### src/rtl/jtag_dap_multi.sv
// jtag_dap_multi: IEEE 1149.1 TAP controller with an IR, a built-in IDCODE
// register, a BYPASS register and NUM_DR user data-register channels.
// All logic runs on TCK. TRST is a synchronous, active-low reset.
//
// Ports:
//   TCK             - sole clock, rising-edge active
//   TRST            - synchronous active-low reset
//   TMS, TDI        - TAP mode select / serial data in
//   TDO             - serial data out (combinational from current state)
//   tdo_en          - high in Shift-IR or Shift-DR
//   state_out       - current TAP state code
//   ir_out          - current (updated) instruction
//   dr_select       - one-hot active user channel, zero for non-user opcodes
//   dr_capture_data - parallel capture data, channel k at [k*DR_WIDTH +: DR_WIDTH]
//   dr_update_data  - parallel update registers, same packing
//   dr_update_pulse - one-cycle strobe per channel following its Update-DR
module jtag_dap_multi #(
  parameter int unsigned IR_WIDTH   = 5,
  parameter int unsigned NUM_DR     = 4,
  parameter int unsigned DR_WIDTH   = 32,
  parameter logic [31:0] IDCODE_VAL = 32'h1000_0003,
  parameter int unsigned IDCODE_OP  = 1,
  parameter int unsigned USER_BASE  = 8
) (
  input  logic                         TCK,
  input  logic                         TRST,
  input  logic                         TMS,
  input  logic                         TDI,
  output logic                         TDO,
  output logic                         tdo_en,
  output logic [3:0]                   state_out,
  output logic [IR_WIDTH-1:0]          ir_out,
  output logic [NUM_DR-1:0]            dr_select,
  input  logic [NUM_DR*DR_WIDTH-1:0]   dr_capture_data,
  output logic [NUM_DR*DR_WIDTH-1:0]   dr_update_data,
  output logic [NUM_DR-1:0]            dr_update_pulse
);

  localparam int unsigned IDCODE_W = 32;

  typedef enum logic [3:0] {
    S_EXIT2_DR   = 4'h0,
    S_EXIT1_DR   = 4'h1,
    S_SHIFT_DR   = 4'h2,
    S_PAUSE_DR   = 4'h3,
    S_SELECT_IR  = 4'h4,
    S_UPDATE_DR  = 4'h5,
    S_CAPTURE_DR = 4'h6,
    S_SELECT_DR  = 4'h7,
    S_EXIT2_IR   = 4'h8,
    S_EXIT1_IR   = 4'h9,
    S_SHIFT_IR   = 4'hA,
    S_PAUSE_IR   = 4'hB,
    S_RTI        = 4'hC,
    S_UPDATE_IR  = 4'hD,
    S_CAPTURE_IR = 4'hE,
    S_TLR        = 4'hF
  } tap_state_t;

  tap_state_t                  r_state;
  tap_state_t                  w_state_nxt;

  logic [IR_WIDTH-1:0]         r_ir;
  logic [IR_WIDTH-1:0]         r_ir_sr;
  logic                        r_bypass;
  logic [IDCODE_W-1:0]         r_idcode_sr;
  logic [DR_WIDTH-1:0]         r_user_sr [NUM_DR];
  logic [NUM_DR*DR_WIDTH-1:0]  r_upd_data;
  logic [NUM_DR-1:0]           r_upd_pulse;

  logic                        w_sel_idcode;
  logic                        w_sel_bypass;
  logic [NUM_DR-1:0]           w_sel_user;
  logic                        w_dr_tdo;
  logic [IR_WIDTH-1:0]         w_ir_capture;

  // IR capture pattern: fixed 2'b01 in the low bits, zeros above
  assign w_ir_capture = {{(IR_WIDTH-2){1'b0}}, 2'b01};

  // TAP state register
  always_ff @(posedge TCK) begin
    if (!TRST) begin
      r_state <= S_TLR;
    end else begin
      r_state <= w_state_nxt;
    end
  end

  // TAP next-state logic
  always_comb begin
    w_state_nxt = r_state;
    case (r_state)
      S_TLR:        w_state_nxt = TMS ? S_TLR       : S_RTI;
      S_RTI:        w_state_nxt = TMS ? S_SELECT_DR : S_RTI;
      S_SELECT_DR:  w_state_nxt = TMS ? S_SELECT_IR : S_CAPTURE_DR;
      S_CAPTURE_DR: w_state_nxt = TMS ? S_EXIT1_DR  : S_SHIFT_DR;
      S_SHIFT_DR:   w_state_nxt = TMS ? S_EXIT1_DR  : S_SHIFT_DR;
      S_EXIT1_DR:   w_state_nxt = TMS ? S_UPDATE_DR : S_PAUSE_DR;
      S_PAUSE_DR:   w_state_nxt = TMS ? S_EXIT2_DR  : S_PAUSE_DR;
      S_EXIT2_DR:   w_state_nxt = TMS ? S_UPDATE_DR : S_SHIFT_DR;
      S_UPDATE_DR:  w_state_nxt = TMS ? S_SELECT_DR : S_RTI;
      S_SELECT_IR:  w_state_nxt = TMS ? S_TLR       : S_CAPTURE_IR;
      S_CAPTURE_IR: w_state_nxt = TMS ? S_EXIT1_IR  : S_SHIFT_IR;
      S_SHIFT_IR:   w_state_nxt = TMS ? S_EXIT1_IR  : S_SHIFT_IR;
      S_EXIT1_IR:   w_state_nxt = TMS ? S_UPDATE_IR : S_PAUSE_IR;
      S_PAUSE_IR:   w_state_nxt = TMS ? S_EXIT2_IR  : S_PAUSE_IR;
      S_EXIT2_IR:   w_state_nxt = TMS ? S_UPDATE_IR : S_SHIFT_IR;
      S_UPDATE_IR:  w_state_nxt = TMS ? S_SELECT_DR : S_RTI;
      default:      w_state_nxt = S_TLR;
    endcase
  end

  // DR decode from the updated instruction; IDCODE wins, unmatched -> BYPASS
  always_comb begin
    w_sel_idcode = (r_ir == IR_WIDTH'(IDCODE_OP));
    w_sel_user   = '0;
    for (int k = 0; k < int'(NUM_DR); k++) begin
      if (!w_sel_idcode && (r_ir == IR_WIDTH'(USER_BASE + 32'(k)))) begin
        w_sel_user[k] = 1'b1;
      end
    end
    w_sel_bypass = !w_sel_idcode && (w_sel_user == '0);
  end

  // Serial output bit of whichever DR is selected
  always_comb begin
    w_dr_tdo = (w_sel_idcode & r_idcode_sr[0]) | (w_sel_bypass & r_bypass);
    for (int k = 0; k < int'(NUM_DR); k++) begin
      w_dr_tdo = w_dr_tdo | (w_sel_user[k] & r_user_sr[k][0]);
    end
  end

  // Per-state actions execute on the edge taken while in that state.
  // TLR reached through TMS reloads only the instruction; the update
  // registers are cleared by TRST alone.
  always_ff @(posedge TCK) begin
    if (!TRST) begin
      r_ir        <= IR_WIDTH'(IDCODE_OP);
      r_ir_sr     <= '0;
      r_bypass    <= 1'b0;
      r_idcode_sr <= '0;
      for (int k = 0; k < int'(NUM_DR); k++) begin
        r_user_sr[k] <= '0;
      end
      r_upd_data  <= '0;
      r_upd_pulse <= '0;
    end else begin
      r_upd_pulse <= '0;
      case (r_state)
        S_TLR: begin
          r_ir <= IR_WIDTH'(IDCODE_OP);
        end
        S_CAPTURE_IR: begin
          r_ir_sr <= w_ir_capture;
        end
        S_SHIFT_IR: begin
          r_ir_sr <= {TDI, r_ir_sr[IR_WIDTH-1:1]};
        end
        S_UPDATE_IR: begin
          r_ir <= r_ir_sr;
        end
        S_CAPTURE_DR: begin
          if (w_sel_idcode) r_idcode_sr <= IDCODE_VAL;
          if (w_sel_bypass) r_bypass    <= 1'b0;
          for (int k = 0; k < int'(NUM_DR); k++) begin
            if (w_sel_user[k]) begin
              r_user_sr[k] <= dr_capture_data[k*DR_WIDTH +: DR_WIDTH];
            end
          end
        end
        S_SHIFT_DR: begin
          if (w_sel_idcode) r_idcode_sr <= {TDI, r_idcode_sr[IDCODE_W-1:1]};
          if (w_sel_bypass) r_bypass    <= TDI;
          for (int k = 0; k < int'(NUM_DR); k++) begin
            if (w_sel_user[k]) begin
              r_user_sr[k] <= {TDI, r_user_sr[k][DR_WIDTH-1:1]};
            end
          end
        end
        S_UPDATE_DR: begin
          // IDCODE and BYPASS have no parallel outputs to update
          for (int k = 0; k < int'(NUM_DR); k++) begin
            if (w_sel_user[k]) begin
              r_upd_data[k*DR_WIDTH +: DR_WIDTH] <= r_user_sr[k];
              r_upd_pulse[k]                     <= 1'b1;
            end
          end
        end
        default: begin
        end
      endcase
    end
  end

  assign tdo_en          = (r_state == S_SHIFT_IR) || (r_state == S_SHIFT_DR);
  assign TDO             = (r_state == S_SHIFT_IR) ? r_ir_sr[0] :
                           (r_state == S_SHIFT_DR) ? w_dr_tdo   : 1'b0;
  assign state_out       = r_state;
  assign ir_out          = r_ir;
  assign dr_select       = w_sel_user;
  assign dr_update_data  = r_upd_data;
  assign dr_update_pulse = r_upd_pulse;

endmodule

### config.mk
export PLATFORM = sky130hd
export DESIGN_NAME = jtag_dap_multi
export DESIGN_NICKNAME = d
export VERILOG_FILES = /design/src/rtl/jtag_dap_multi.sv
export SDC_FILE = /design/constraint.sdc
export NUM_CORES = 1
export LEC_CHECK = 0
export CORE_ASPECT_RATIO = 0.75
export CORE_MARGIN = 2
export CORE_UTILIZATION = 50
export CTS_CLUSTER_DIAMETER = 40
export CTS_CLUSTER_SIZE = 8
export DETAILED_ROUTE_END_ITERATION = 7
export HOLD_SLACK_MARGIN = 0.15
export PLACE_DENSITY_LB_ADDON = 0.08
export SYNTH_ARGS = -nofsm -noshare
export SYNTH_HDL_FRONTEND = slang
export SYNTH_SLANG_ARGS = --single-unit
### constraint.sdc
create_clock -name TCK -period 11.5 [get_ports TCK]
set_input_delay 2.3 -clock TCK [delete_from_list [all_inputs] [get_ports TCK]]
set_output_delay 2.3 -clock TCK [all_outputs]
set_load 0.02 [all_outputs]
==> flow_metrics.py, run 1 <==
metrics = {
    "status": {
        "status": "complete, no violations",
    },
    "clock_tree": {
        "htree_levels": 2,
        "cts.path.max_buffers": 3,
        "cts_setup_buffers": 0,
        "clock_sinks": 307,
        "cts_hold_buffers": 0,
        "root_buffer": "clkbuf_16",
        "clkTransAtPathRegs_ns": 0.05,
        "numCtsBuffers": 45,
        "post_cts_resized": 0,
        "clock_latency_ns": 0.52,
        "cts_tree": "yes",
    },
    "timing": {
        "hold_violations": 0,
        "fin_setup_tns_ns": 0,
        "grt_setup_unrepaired": "false",
        "setup_slack_ns": 6.173,
        "period_minus_slack_ns": 5.327,
        "max-slew-margin-rel_pct": 16.45,
        "drv_slew": 0,
        "worst_pin_slew_ns": 1.253,
        "finalClockSkew_ns": 0.01364,
        "fmax_mhz": 187.7,
        "period_share_pct": 46.32,
        "setup_viol": 0,
    },
    "floorplanning": {
        "floorplan.die_area_sq_um": 25080,
        "rows": 48,
        "die_h_um": 137.6,
        "fp.coreArea_sq_um": 23180,
        "start_util_pct": 51.36,
        "die-width_um": 182.2,
        "ios": 279,
    },
    "global_route": {
        "grt_overflow_total": 0,
        "grt_pass1_wl_mm": 46.95,
        "grt_max_degree": 109,
        "grt.total_usage_pct": 23.39,
        "first_global_vias": 8754,
        "antenna_found_initial": 0,
    },
    "layout": {
        "area_delta_synth_final_pct": 36.20,
        "drive_gt1_share_pct": 6.454,
        "finalNonFillerCells": 1741,
        "fillers": 1752,
        "final_nets": 1538,
        "antennaDiodeCount": 0,
    },
    "synth": {
        "synth_top_family_by_area": "simple AND/OR/NAND/NOR gates",
        "synth-edff-count": 128,
        "synth-adder-area-share_pct": 0,
        "synth_flop_cell": "dfxtp_1",
        "synth_nets": 1286,
        "yosys_warnings": 0,
        "syn_area_sq_um": 11910,
        "avgSynthCellArea_sq_um": 10.32,
        "synthArstFlopShare_pct": 0,
        "muxShareOfSynthArea_pct": 2.942,
        "synth-simple-area-share_pct": 15.30,
        "synth_compound_area_share_pct": 15.26,
        "seq_area_frac_synth_pct": 62.38,
        "postSynthCellCount": 1154,
        "synth-xor-area-share_pct": 0.07356,
        "ys_types": 39,
        "ys_seq_elements": 307,
    },
    "detailed_routing": {
        "vias_per_cell": 5.422,
        "vias": 9440,
        "dr.pass1.iters": 5,
        "drc": 0,
        "ant_nets": 0,
        "drt_wl_total_mm": 30.52,
        "first_iter_violations": 740,
        "wl_per_cell_um": 17.53,
    },
    "placement": {
        "gp_congestion": 0.7984,
        "port_buffers": 278,
        "placedCellCount": 1659,
        "hpwl_mm": 18.65,
        "dpl_worst_slack_ns": 6.287,
    },
    "critical_path": {
        "path_max_fanout": 16,
        "critPathKind": "flop to output pin",
        "r2r_slack_ns": 8.79,
        "startpoint_type": "flop",
        "worstPathRequired_ns": 9.20,
        "worstReg2RegStart": "ir_out[0]",
        "cp-end-kind": "output pin",
        "worstPathArrival_ns": 3.03,
        "startpoint": "ir_out[0]",
    },
    "power_and_ir_drop": {
        "max-vdd-ir-drop_mv": 0.1210,
        "p_leak_nw": 5.473,
        "p_per_area_nw_per_um2": 154.3,
    },
    "hold_path": {
        "hp-start": "r_idcode_sr[4]",
        "worstHoldPathType": "flop to flop",
    },
    "run": {
        "maxCapViolCount": 0,
    },
}
-- synthesized netlist by cell type, drive strengths merged, types with 9 or more instances --
cell | n | share of area, %
dfxtp | 179 | 30
a22o | 96 | 7.1
nand2 | 294 | 9.3
nor2 | 52 | 1.6
nand3 | 35 | 1.5
mux2i | 35 | 2.9
edfxtp | 128 | 32
a21oi | 170 | 7.1
buf | 43 | 2.2
nor3 | 14 | 0.71
clkbuf | 50 | 1.6
inv | 9 | 0.28
-- final timing paths --
path / to / cells past startpoint
max: TDO / 5
min: r_idcode_sr[4] / 2
max reg2reg: r_idcode_sr[1] / 4
min reg2reg: r_idcode_sr[4] / 2
-- per-stage QoR --
stage	utilization [%]	cell area, sq um	power [W]	hold WS [ns]
after CTS	69.95	16220	0.002523	0.4500
after floorplan	-	11910	0.001222	0.4321
after global routing	69.95	16220	0.002581	0.4644
final	69.95	16220	0.002502	0.4479
after detailed placement	64.11	14860	0.001288	0.4445
after global placement	64.11	14860	0.001288	0.4384
-- flip-flops by register name (all words and copies together), names as in the netlist --
name	cells
r_bypass	1
r_user_sr	128
dr_update_data	128
ir_out	5
state_out	4
r_idcode_sr	32
r_ir_sr	5
dr_update_pulse	4
-- critical path, stage by stage (launching register included) --
cell	delay, ns
dfxtp_1	0.77
or4b_1	0.58
o21ai_0	0.21
a211o_1	0.12
o221a_2	0.20
clkdlybuf4s50_1	0.63
-- final cells by class --
type / count / area (sq um) / share of cell area [%]
Sequential cell: 307 / 7427 / 45.80
Multi-Input combinational cell: 745 / 4089 / 25.21
Timing Repair Buffer: 298 / 2933 / 18.09
Clock buffer: 80 / 1340 / 8.263
Tap cell: 300 / 375.4 / 2.315
Inverter: 9 / 38.79 / 0.2392
Clock inverter: 2 / 13.76 / 0.08487
-- logic make-up (layout without fill, tap and decap cells) --
group	after synthesis	after routing
mux	35	35
flops	307	307
buf+inv	102	389
simple gates	426	426
compound gates	283	283
xor+xnor	1	1
-- report_power, final --
group / total, W / leakage, nW / internal (W) / switching (W)
combinational: 0.000101 / 2.06 / 0.0000522 / 0.0000485
sequential: 0.00117 / 2.76 / 0.00115 / 0.0000154
clock: 0.00123 / 0.651 / 0.000780 / 0.000454
total: 0.00250 / 5.47 / 0.00198 / 0.000518
-- layer usage --
| metal | up-vias | track usage [%] | wire, um |
|---|---|---|---|
| met4 | 0 | 6.228 | 448 |
| met3 | 34 | 5.022 | 2022 |
| li1 | 4584 | - | - |
| met2 | 306 | 36.90 | 14280 |
| met1 | 4516 | 32.95 | 13770 |
| met5 | - | 0 | 0 |
-- cell usage in the layout, fill, tap and decap left out, types with 4 or more instances in the layout --
master,n
a21oi_1,170
a22o_1,96
nor3_2,6
nor3_1,6
clkbuf_8,4
or3_1,5
buf_4,20
dfxtp_1,179
nor2_1,51
nor3b_1,7
clkbuf_16,47
clkbuf_1,29
edfxtp_1,128
clkdlybuf4s50_1,278
nand2_1,294
o21ai_0,5
nand3_1,35
inv_1,8
mux2i_1,35
Note: power is estimated with default switching activity, not from simulation.
==> run 2: changes to the inputs <==
==> constraint.sdc (replaced) <==
create_clock -name TCK -period 5.3 [get_ports TCK]
set_input_delay 1.06 -clock TCK [delete_from_list [all_inputs] [get_ports TCK]]
set_output_delay 1.06 -clock TCK [all_outputs]
set_load 0.02 [all_outputs]
==> flow_metrics.py, run 2 (synthesized netlist as in run 1, its figures left out) <==
metrics = {
    "timing": {
        "worst_pin_slew_ns": 1.190,
        "drv_slew": 0,
        "fmax_mhz": 249.3,
        "grt_setup_unrepaired": "false",
        "period_share_pct": 75.67,
        "fin_setup_tns_ns": 0,
        "hold_violations": 0,
        "max-slew-margin-rel_pct": 20.69,
        "finalClockSkew_ns": 0.01938,
        "setup_viol": 0,
        "setup_slack_ns": 1.289,
        "period_minus_slack_ns": 4.011,
    },
    "detailed_routing": {
        "dr.pass1.iters": 5,
        "ant_nets": 0,
        "vias": 9512,
        "top_layer_used": "met5",
        "drt_wl_total_mm": 30.36,
        "m1WireLength_mm": 13.55,
        "wl_met2_mm": 14.21,
        "wl_per_cell_um": 17.48,
        "first_iter_violations": 865,
        "vias_per_cell": 5.476,
        "drc": 0,
        "met3_length_mm": 2.081,
    },
    "clock_tree": {
        "htree_levels": 2,
        "root_buffer": "clkbuf_16",
        "post_cts_resized": 0,
        "cts_hold_buffers": 0,
        "clock_sinks": 307,
        "cts_setup_buffers": 0,
        "clock_latency_ns": 0.51,
        "numCtsBuffers": 45,
        "cts_tree": "yes",
        "clkTransAtPathRegs_ns": 0.05,
        "cts.path.max_buffers": 3,
    },
    "global_route": {
        "grt.total_usage_pct": 23.37,
        "grt_max_degree": 89,
        "grt_overflow_total": 0,
        "grt_pass1_wl_mm": 47.00,
        "first_global_vias": 8802,
        "antenna_found_initial": 1,
    },
    "critical_path": {
        "slowest_stage": "dfxtp_1",
        "cp-end-kind": "output pin",
        "critical_path_buf_inv_count": 1,
        "startpoint_type": "flop",
        "critPathKind": "flop to output pin",
        "worstPathRequired_ns": 4.24,
        "cp_slowest_stage_delay_ns": 0.74,
        "path_cells": "or4b_1, o21ai_0, a211o_1, o221a_2, clkdlybuf4s50_1",
        "crit_family": "flip-flops",
        "worstPathArrival_ns": 2.95,
        "path_max_fanout": 16,
    },
    "layout": {
        "finalNonFillerCells": 1737,
        "drive_gt1_share_pct": 6.054,
        "area_delta_synth_final_pct": 35.60,
        "antennaDiodeCount": 0,
        "fillers": 1829,
        "final_cell_mix": "nand2_1, clkdlybuf4s50_1, dfxtp_1, a21oi_1, edfxtp_1",
        "layout_commonest_cell": "nand2_1",
        "final_nets": 1537,
    },
    "run": {
        "maxCapViolCount": 0,
    },
    "placement": {
        "placedCellCount": 1658,
        "dpl_worst_slack_ns": 1.321,
        "hpwl_mm": 18.81,
        "gp_congestion": 0.8047,
        "port_buffers": 278,
    },
    "hold_path": {
        "worstHoldPathType": "flop to flop",
    },
    "floorplanning": {
        "die-width_um": 182.2,
        "rows": 48,
        "floorplan.die_area_sq_um": 25080,
        "start_util_pct": 51.36,
        "fp.coreArea_sq_um": 23180,
        "ios": 279,
        "die_h_um": 137.6,
    },
    "power_and_ir_drop": {
        "max-vdd-ir-drop_mv": 0.2591,
        "p_leak_nw": 5.434,
        "p_per_area_nw_per_um2": 329.5,
    },
    "status": {
        "status": "complete, no violations",
    },
}
-- run 2: routing by layer --
| layer | GRT usage (%) | vias to the layer above |
|---|---|---|
| met5 | 0 | - |
| met4 | 6.407 | 2 |
| met3 | 4.864 | 43 |
| met2 | 36.34 | 299 |
| met1 | 33.38 | 4597 |
| li1 | - | 4571 |
-- run 2: metrics by stage --
step           utilization, %  cell area (sq um)  hold WS, ns  total power, W
5_1_grt                 69.65              16150       0.4626        0.005497
3_3_place_gp            64.14              14870       0.4390        0.002795
4_1_cts                 69.65              16150       0.4499        0.005375
3_5_place_dp            64.14              14870       0.4434        0.002796
2_1_floorplan               -              11910       0.4321        0.002650
6_report                69.65              16150       0.4489        0.005320
-- run 2: path summary, 6_finish.rpt --
| check | start | endpoint | slack [ns] | cells after the start |
|---|---|---|---|---|
| hold / removal | r_idcode_sr[15] | r_idcode_sr[15] | 0.45 | 2 |
| setup / recovery | ir_out[0] | TDO | 1.29 | 5 |
| setup reg to reg | state_out[2] | dr_update_data[35] | 2.31 | 4 |
| hold reg to reg | r_idcode_sr[15] | r_idcode_sr[15] | 0.45 | 2 |
-- run 2: area by class of cell --
| type | instances | area, sq um | share of cell area, % |
|---|---|---|---|
| tap | 300 | 375.4 | 2.325 |
| clock inverter | 2 | 10.01 | 0.06200 |
| timing repair buffer | 297 | 2938 | 18.20 |
| multi-input combinational | 745 | 4089 | 25.33 |
| clock buffer | 77 | 1267 | 7.850 |
| sequential | 307 | 7427 | 46.00 |
| inverter | 9 | 38.79 | 0.2402 |
-- run 2: where the power goes --
| group | switching (W) | internal, W |
|---|---|---|
| sequential | 0.0000393 | 0.00250 |
| combinational | 0.0000977 | 0.000114 |
| clock | 0.000965 | 0.00160 |
| total | 0.00110 | 0.00422 |
-- run 2: worst register-to-register path, stage by stage (launching register included) --
cell,delay [ns]
dfxtp_1,0.93
nand4bb_1,0.58
or3_1,0.98
nand2_1,0.27
a21oi_1,0.09
==> run 3: changes to the inputs <==
--- a/config.mk
+++ b/config.mk
@@ -7,7 +7,7 @@
 export LEC_CHECK = 0
 export CORE_ASPECT_RATIO = 0.75
 export CORE_MARGIN = 2
-export CORE_UTILIZATION = 50
+export CORE_UTILIZATION = 45
 export CTS_CLUSTER_DIAMETER = 40
 export CTS_CLUSTER_SIZE = 8
 export DETAILED_ROUTE_END_ITERATION = 7
==> constraint.sdc (replaced) <==
create_clock -name TCK -period 3.5 [get_ports TCK]
set_input_delay 0.7 -clock TCK [delete_from_list [all_inputs] [get_ports TCK]]
set_output_delay 0.7 -clock TCK [all_outputs]
set_load 0.02 [all_outputs]
==> flow_metrics.py, run 3 (synthesized netlist as in run 1, its figures left out) <==
metrics = {
    "floorplanning": {
        "fp.coreArea_sq_um": 25970,
        "rows": 51,
        "start_util_pct": 45.84,
        "die_h_um": 144.9,
        "floorplan.die_area_sq_um": 27790,
        "die-width_um": 191.8,
        "ios": 279,
    },
    "power_and_ir_drop": {
        "power.share.clock_pct": 49.0,
        "swShare_pct": 20.84,
        "combPwrFrac_pct": 4.2,
        "sequentialPowerShare_pct": 46.9,
        "net-switching-power_w": 0.001706,
        "p_leak_nw": 5.502,
        "max-vdd-ir-drop_mv": 0.3145,
        "p_per_area_nw_per_um2": 501.4,
        "intPower_w": 0.006480,
    },
    "global_route": {
        "first_global_vias": 8779,
        "antenna_found_initial": 0,
        "grt_pass1_wl_mm": 47.91,
        "grt.total_usage_pct": 21.89,
        "grt_overflow_total": 0,
        "grt_max_degree": 76,
    },
    "detailed_routing": {
        "drt_wl_total_mm": 31.19,
        "dr.pass1.iters": 5,
        "m1WireLength_mm": 13.87,
        "wl_per_cell_um": 17.42,
        "drc": 0,
        "vias": 9380,
        "ant_nets": 0,
        "vias_per_cell": 5.240,
        "met3_length_mm": 2.170,
        "first_iter_violations": 719,
        "top_layer_used": "met4",
        "wl_met2_mm": 14.31,
    },
    "clock_tree": {
        "cts_setup_buffers": 0,
        "clock_sinks": 307,
        "post_cts_resized": 0,
        "cts_hold_buffers": 0,
        "clkTransAtPathRegs_ns": 0.05,
        "clock_latency_ns": 0.52,
        "cts_tree": "yes",
        "htree_levels": 2,
        "numCtsBuffers": 45,
        "cts.path.max_buffers": 3,
        "root_buffer": "clkbuf_16",
    },
    "timing": {
        "fin_setup_tns_ns": 0,
        "hold_violations": 0,
        "period_share_pct": 95.89,
        "finalClockSkew_ns": 0.01399,
        "max-slew-margin-rel_pct": 20.51,
        "drv_slew": 0,
        "worst_pin_slew_ns": 1.192,
        "fmax_mhz": 298.0,
        "setup_viol": 0,
        "grt_setup_unrepaired": "false",
        "period_minus_slack_ns": 3.356,
    },
    "layout": {
        "fillers": 2135,
        "final_cell_mix": "nand2_1, clkdlybuf4s50_1, dfxtp_1, a21oi_1, edfxtp_1",
        "multi_input_area_sq_um": 4089,
        "drive_gt1_share_pct": 6.777,
        "antennaDiodeCount": 0,
        "final_util_pct": 62.87,
        "layout_commonest_cell": "nand2_1",
        "ff_latch_area_sq_um": 7427,
        "final_nets": 1546,
        "area_delta_synth_final_pct": 37.13,
    },
    "placement": {
        "hpwl_mm": 19.59,
        "port_buffers": 278,
        "gp_congestion": 0.8105,
    },
    "critical_path": {
        "slowest_stage": "clkdlybuf4s50_1",
        "worstReg2RegStart": "ir_out[3]",
        "crit_end": "TDO",
        "cp_slowest_stage_delay_ns": 0.64,
        "worstPathArrival_ns": 2.66,
        "r2r_slack_ns": 0.80,
        "worstPathRequired_ns": 2.80,
        "worst-path-stages": 5,
        "critPathKind": "flop to output pin",
        "path_cells": "or4b_1, o21ai_0, a211o_1, o221a_2, clkdlybuf4s50_1",
        "critical_path_buf_inv_count": 1,
        "crit_family": "buffers and inverters",
        "startpoint_type": "flop",
        "startpoint": "ir_out[1]",
        "reg2reg_depth": 5,
        "cp-end-kind": "output pin",
        "path_max_fanout": 10,
        "r2r-end": "r_user_sr[1][16]",
    },
    "run": {
        "maxCapViolCount": 0,
    },
    "hold_path": {
        "worstHoldPathType": "flop to flop",
    },
    "status": {
        "status": "complete, no violations",
    },
}
-- run 3: cell type report --
| cell class | count | share of cell area, % |
|---|---|---|
| multi-input combinational | 745 | 25.04 |
| inverter | 9 | 0.2376 |
| sequential | 307 | 45.49 |
| tap | 344 | 2.636 |
| clock inverter | 2 | 0.08430 |
| timing repair buffer | 306 | 18.48 |
| clock buffer | 77 | 8.024 |
-- run 3: how the worst min path moves through the flow --
| stage | cells after the start | to | slack (ns) | start |
|---|---|---|---|---|
| after global routing | 2 | dr_update_data[65] | 0.47 | dr_update_data[65] |
| after floorplan | 2 | r_idcode_sr[2] | 0.43 | r_idcode_sr[2] |
| after global placement | 2 | r_idcode_sr[31] | 0.44 | r_idcode_sr[31] |
| after CTS | 2 | r_idcode_sr[16] | 0.45 | r_idcode_sr[16] |
| after detailed placement | 2 | r_idcode_sr[5] | 0.45 | r_idcode_sr[5] |
| final | 2 | dr_update_data[125] | 0.45 | dr_update_data[125] |
-- run 3: metrics by stage --
| stage | worst slack [ns] | std cells | cell area [sq um] | hold WS, ns | total power, W |
|---|---|---|---|---|---|
| final | 0.1440 | 1790 | 16330 | 0.4504 | 0.008186 |
| after global routing | 0.02987 | 1790 | 16330 | 0.4692 | 0.008462 |
| after CTS | 0.09824 | 1790 | 16330 | 0.4516 | 0.008273 |
| after detailed placement | 0.4223 | 1711 | 15000 | 0.4451 | 0.004246 |
| after global placement | 0.5381 | 1711 | 15000 | 0.4389 | 0.004244 |
| after floorplan | 0.4294 | 1154 | 11920 | 0.4321 | 0.004012 |
-- run 3: worst reg2reg max path: cells and delay by family, from the launching register on --
kind	cells	cell delay [ns]
and+or+nand+nor	3	1.03
DFF	1	0.55
buffers and inverters	1	0.51
muxes	1	0.30
-- run 3: power by group through the flow --
stage,Sequential [W],Clock (W),Combinational [W]
after floorplan,0.00389,0,0.000121
after global placement,0.00390,0,0.000342
after detailed placement,0.00390,0,0.000343
after CTS,0.00383,0.00409,0.000345
after global routing,0.00384,0.00426,0.000366
final,0.00384,0.00401,0.000343
-- run 3: metal layers --
layer | GRT usage [%] | vias up
met5 | 0 | -
met1 | 30.73 | 4458
li1 | - | 4589
met2 | 33.82 | 283
met3 | 4.437 | 50
met4 | 7.611 | 0
==> RTL edit, RTL diff (config.mk and constraints of run 2) <==
Put a register stage on the outputs `TDO`, `tdo_en` and `dr_select`, without a reset. The values now appear one clock later. The other outputs are not delayed to match. Comments in the files are not updated.
--- a/src/rtl/jtag_dap_multi.sv
+++ b/src/rtl/jtag_dap_multi.sv
@@ -192,12 +192,13 @@
     end
   end
 
-  assign tdo_en          = (r_state == S_SHIFT_IR) || (r_state == S_SHIFT_DR);
-  assign TDO             = (r_state == S_SHIFT_IR) ? r_ir_sr[0] :
-                           (r_state == S_SHIFT_DR) ? w_dr_tdo   : 1'b0;
   assign state_out       = r_state;
   assign ir_out          = r_ir;
-  assign dr_select       = w_sel_user;
+  always_ff @(posedge TCK) begin
+    TDO       <= (r_state == S_SHIFT_IR) ? r_ir_sr[0] : (r_state == S_SHIFT_DR) ? w_dr_tdo   : 1'b0;
+    tdo_en    <= (r_state == S_SHIFT_IR) || (r_state == S_SHIFT_DR);
+    dr_select <= w_sel_user;
+  end
   assign dr_update_data  = r_upd_data;
   assign dr_update_pulse = r_upd_pulse;
 
Function: same outputs for any inputs over 4 cycles, from zero or initial values and one cycle with TRST low; that may be too few to reach the edited logic, so the function may still have changed.
==> RTL edit against run 2 <==
  * Total power is 4.4% higher
  * Largest power group unchanged
  * Synthesized cell count is 13% higher
  * Worst setup slack better by 0.98 ns
  * Area after synthesis is 6.1% higher
  * Critical path type unchanged
  * Wire length is 7.5% higher
  * Cell area is 4.0% higher
  * Die area is 5.9% higher
  * Sequential cell count is 6 higher
==> RTL edit: results (changes against run 2) <==
Outcome
  • Status: finished, final reports clean

Detailed routing
  • WL final: 32600 um (+7.5%)
  • Met1 wire length: 14900 um (+10%)
  • Drt pass-1 iters: 6 (+1)
  • DR WL met2: 14400 um (+1.6%)
  • Met3 WL: 2830 um (+36%)
  • Via density: 5.47 (-0.17%)

Cells and area
  • ClkCell Share: 8.00% (+0.089 points)
  • Non-clock buffering overhead: 17.0% (-1.2 points)
  • Multi-input logic area: 0.00459 sq mm (+12%)
  • Layout clock buffer count: 80 (+3.9%)
  • Non-CTS inverters: 7 (-2)
  • #MultiIn Comb: 867 (+16%)
  • Share of cells above drive strength 1: 5.20% (-0.85 points)
  • Post-layout net count: 1655 (+7.7%)
  • Filler cells: 2020 (+10%)

Power and ir drop
  • Maximum vdd drop: 0.185 mV (-29%)
  • Seq pwr: 2.59 mW (+2%)
  • Combinational logic power: 275 uW (+30%)
  • Switch Pwr: 1.19 mW (+7.7%)
  • LEAKAGE: 5.83 nW (+7.4%)

STA
  • Clock Skew: 0.0163 ns (-0.00308 ns)
  • Relative slew slack: 18.5% (-2.2 points)

Synthesis
  • Syn Nets: 1441 (+12%)
  • Ranking of synthesized cells by area: edfxtp_1, dfxtp_1, nand2_1
  • Seq cells post-synth: 313 (+2.0%)
  • XOR/XNOR share of the synthesized area: 0% (-0.074 points)

Min path
  • Hold path startpoint: r_idcode_sr[0]

Global route
  • Global Route Usage Sum: 24.0% (+0.58 points)
  • Largest net degree at the start of global routing: 148 (+66%)
  • Met1 Use GR: 34.3% (+0.95 points)
  • Met2 usage: 35.8% (-0.57 points)
  • GR Util met3: 7.07% (+2.2 points)
  • First-pass GRT wire length: 51500 um (+9.6%)

CTS
  • CTS Buf Count: 46 (+2.2%)

Setup path
  • Reg2reg setup slack: 2.63 ns (+0.32 ns)
  • Worst r2r dst: r_user_sr[3][26]
  • Worst reg2reg path startpoint: state_out[1]
  • Arr. time, crit path: 1.97 ns (-0.98 ns)

Place
  • Pre-CTS WS: 1.85 ns (+0.525 ns)
  • DPL Wire Length: 20000 um (+6.2%)
[RTL edit: cell types whose count changed after synthesis, sizes merged, moves of 59 or more]
cell	change
a21oi	-130
nand3	+101
a22o	-96
nand2	-59
a22oi	+64
o21ai	+163
[RTL edit: per-stage QoR]
stage	cells	util (%)	cell area (sq um)	power [mW]	hold slack (ns)
floorplan	1309	-	12600	2.76	0.424
global placement	1813	62.1	15500	2.90	0.434
detailed placement	1813	62.1	15500	2.90	0.441
CTS	1895	67.5	16800	5.59	0.448
global route	1895	67.5	16800	5.72	0.467
finish	1895	67.5	16800	5.55	0.448
[RTL edit: worst max path at each step]
stage | depth (start not counted) | start | to | slack [ns]
after CTS | 1 | ir_out[1] | ir_out[1] | 2.25
final | 1 | ir_out[1] | ir_out[1] | 2.27
after global placement | 4 | TRST | r_user_sr[3][26] | 1.92
after detailed placement | 4 | TRST | r_user_sr[3][26] | 1.85
after floorplan | 4 | ir_out[3] | r_user_sr[2][0] | 1.43
after global routing | 4 | TRST | r_user_sr[3][26] | 2.18
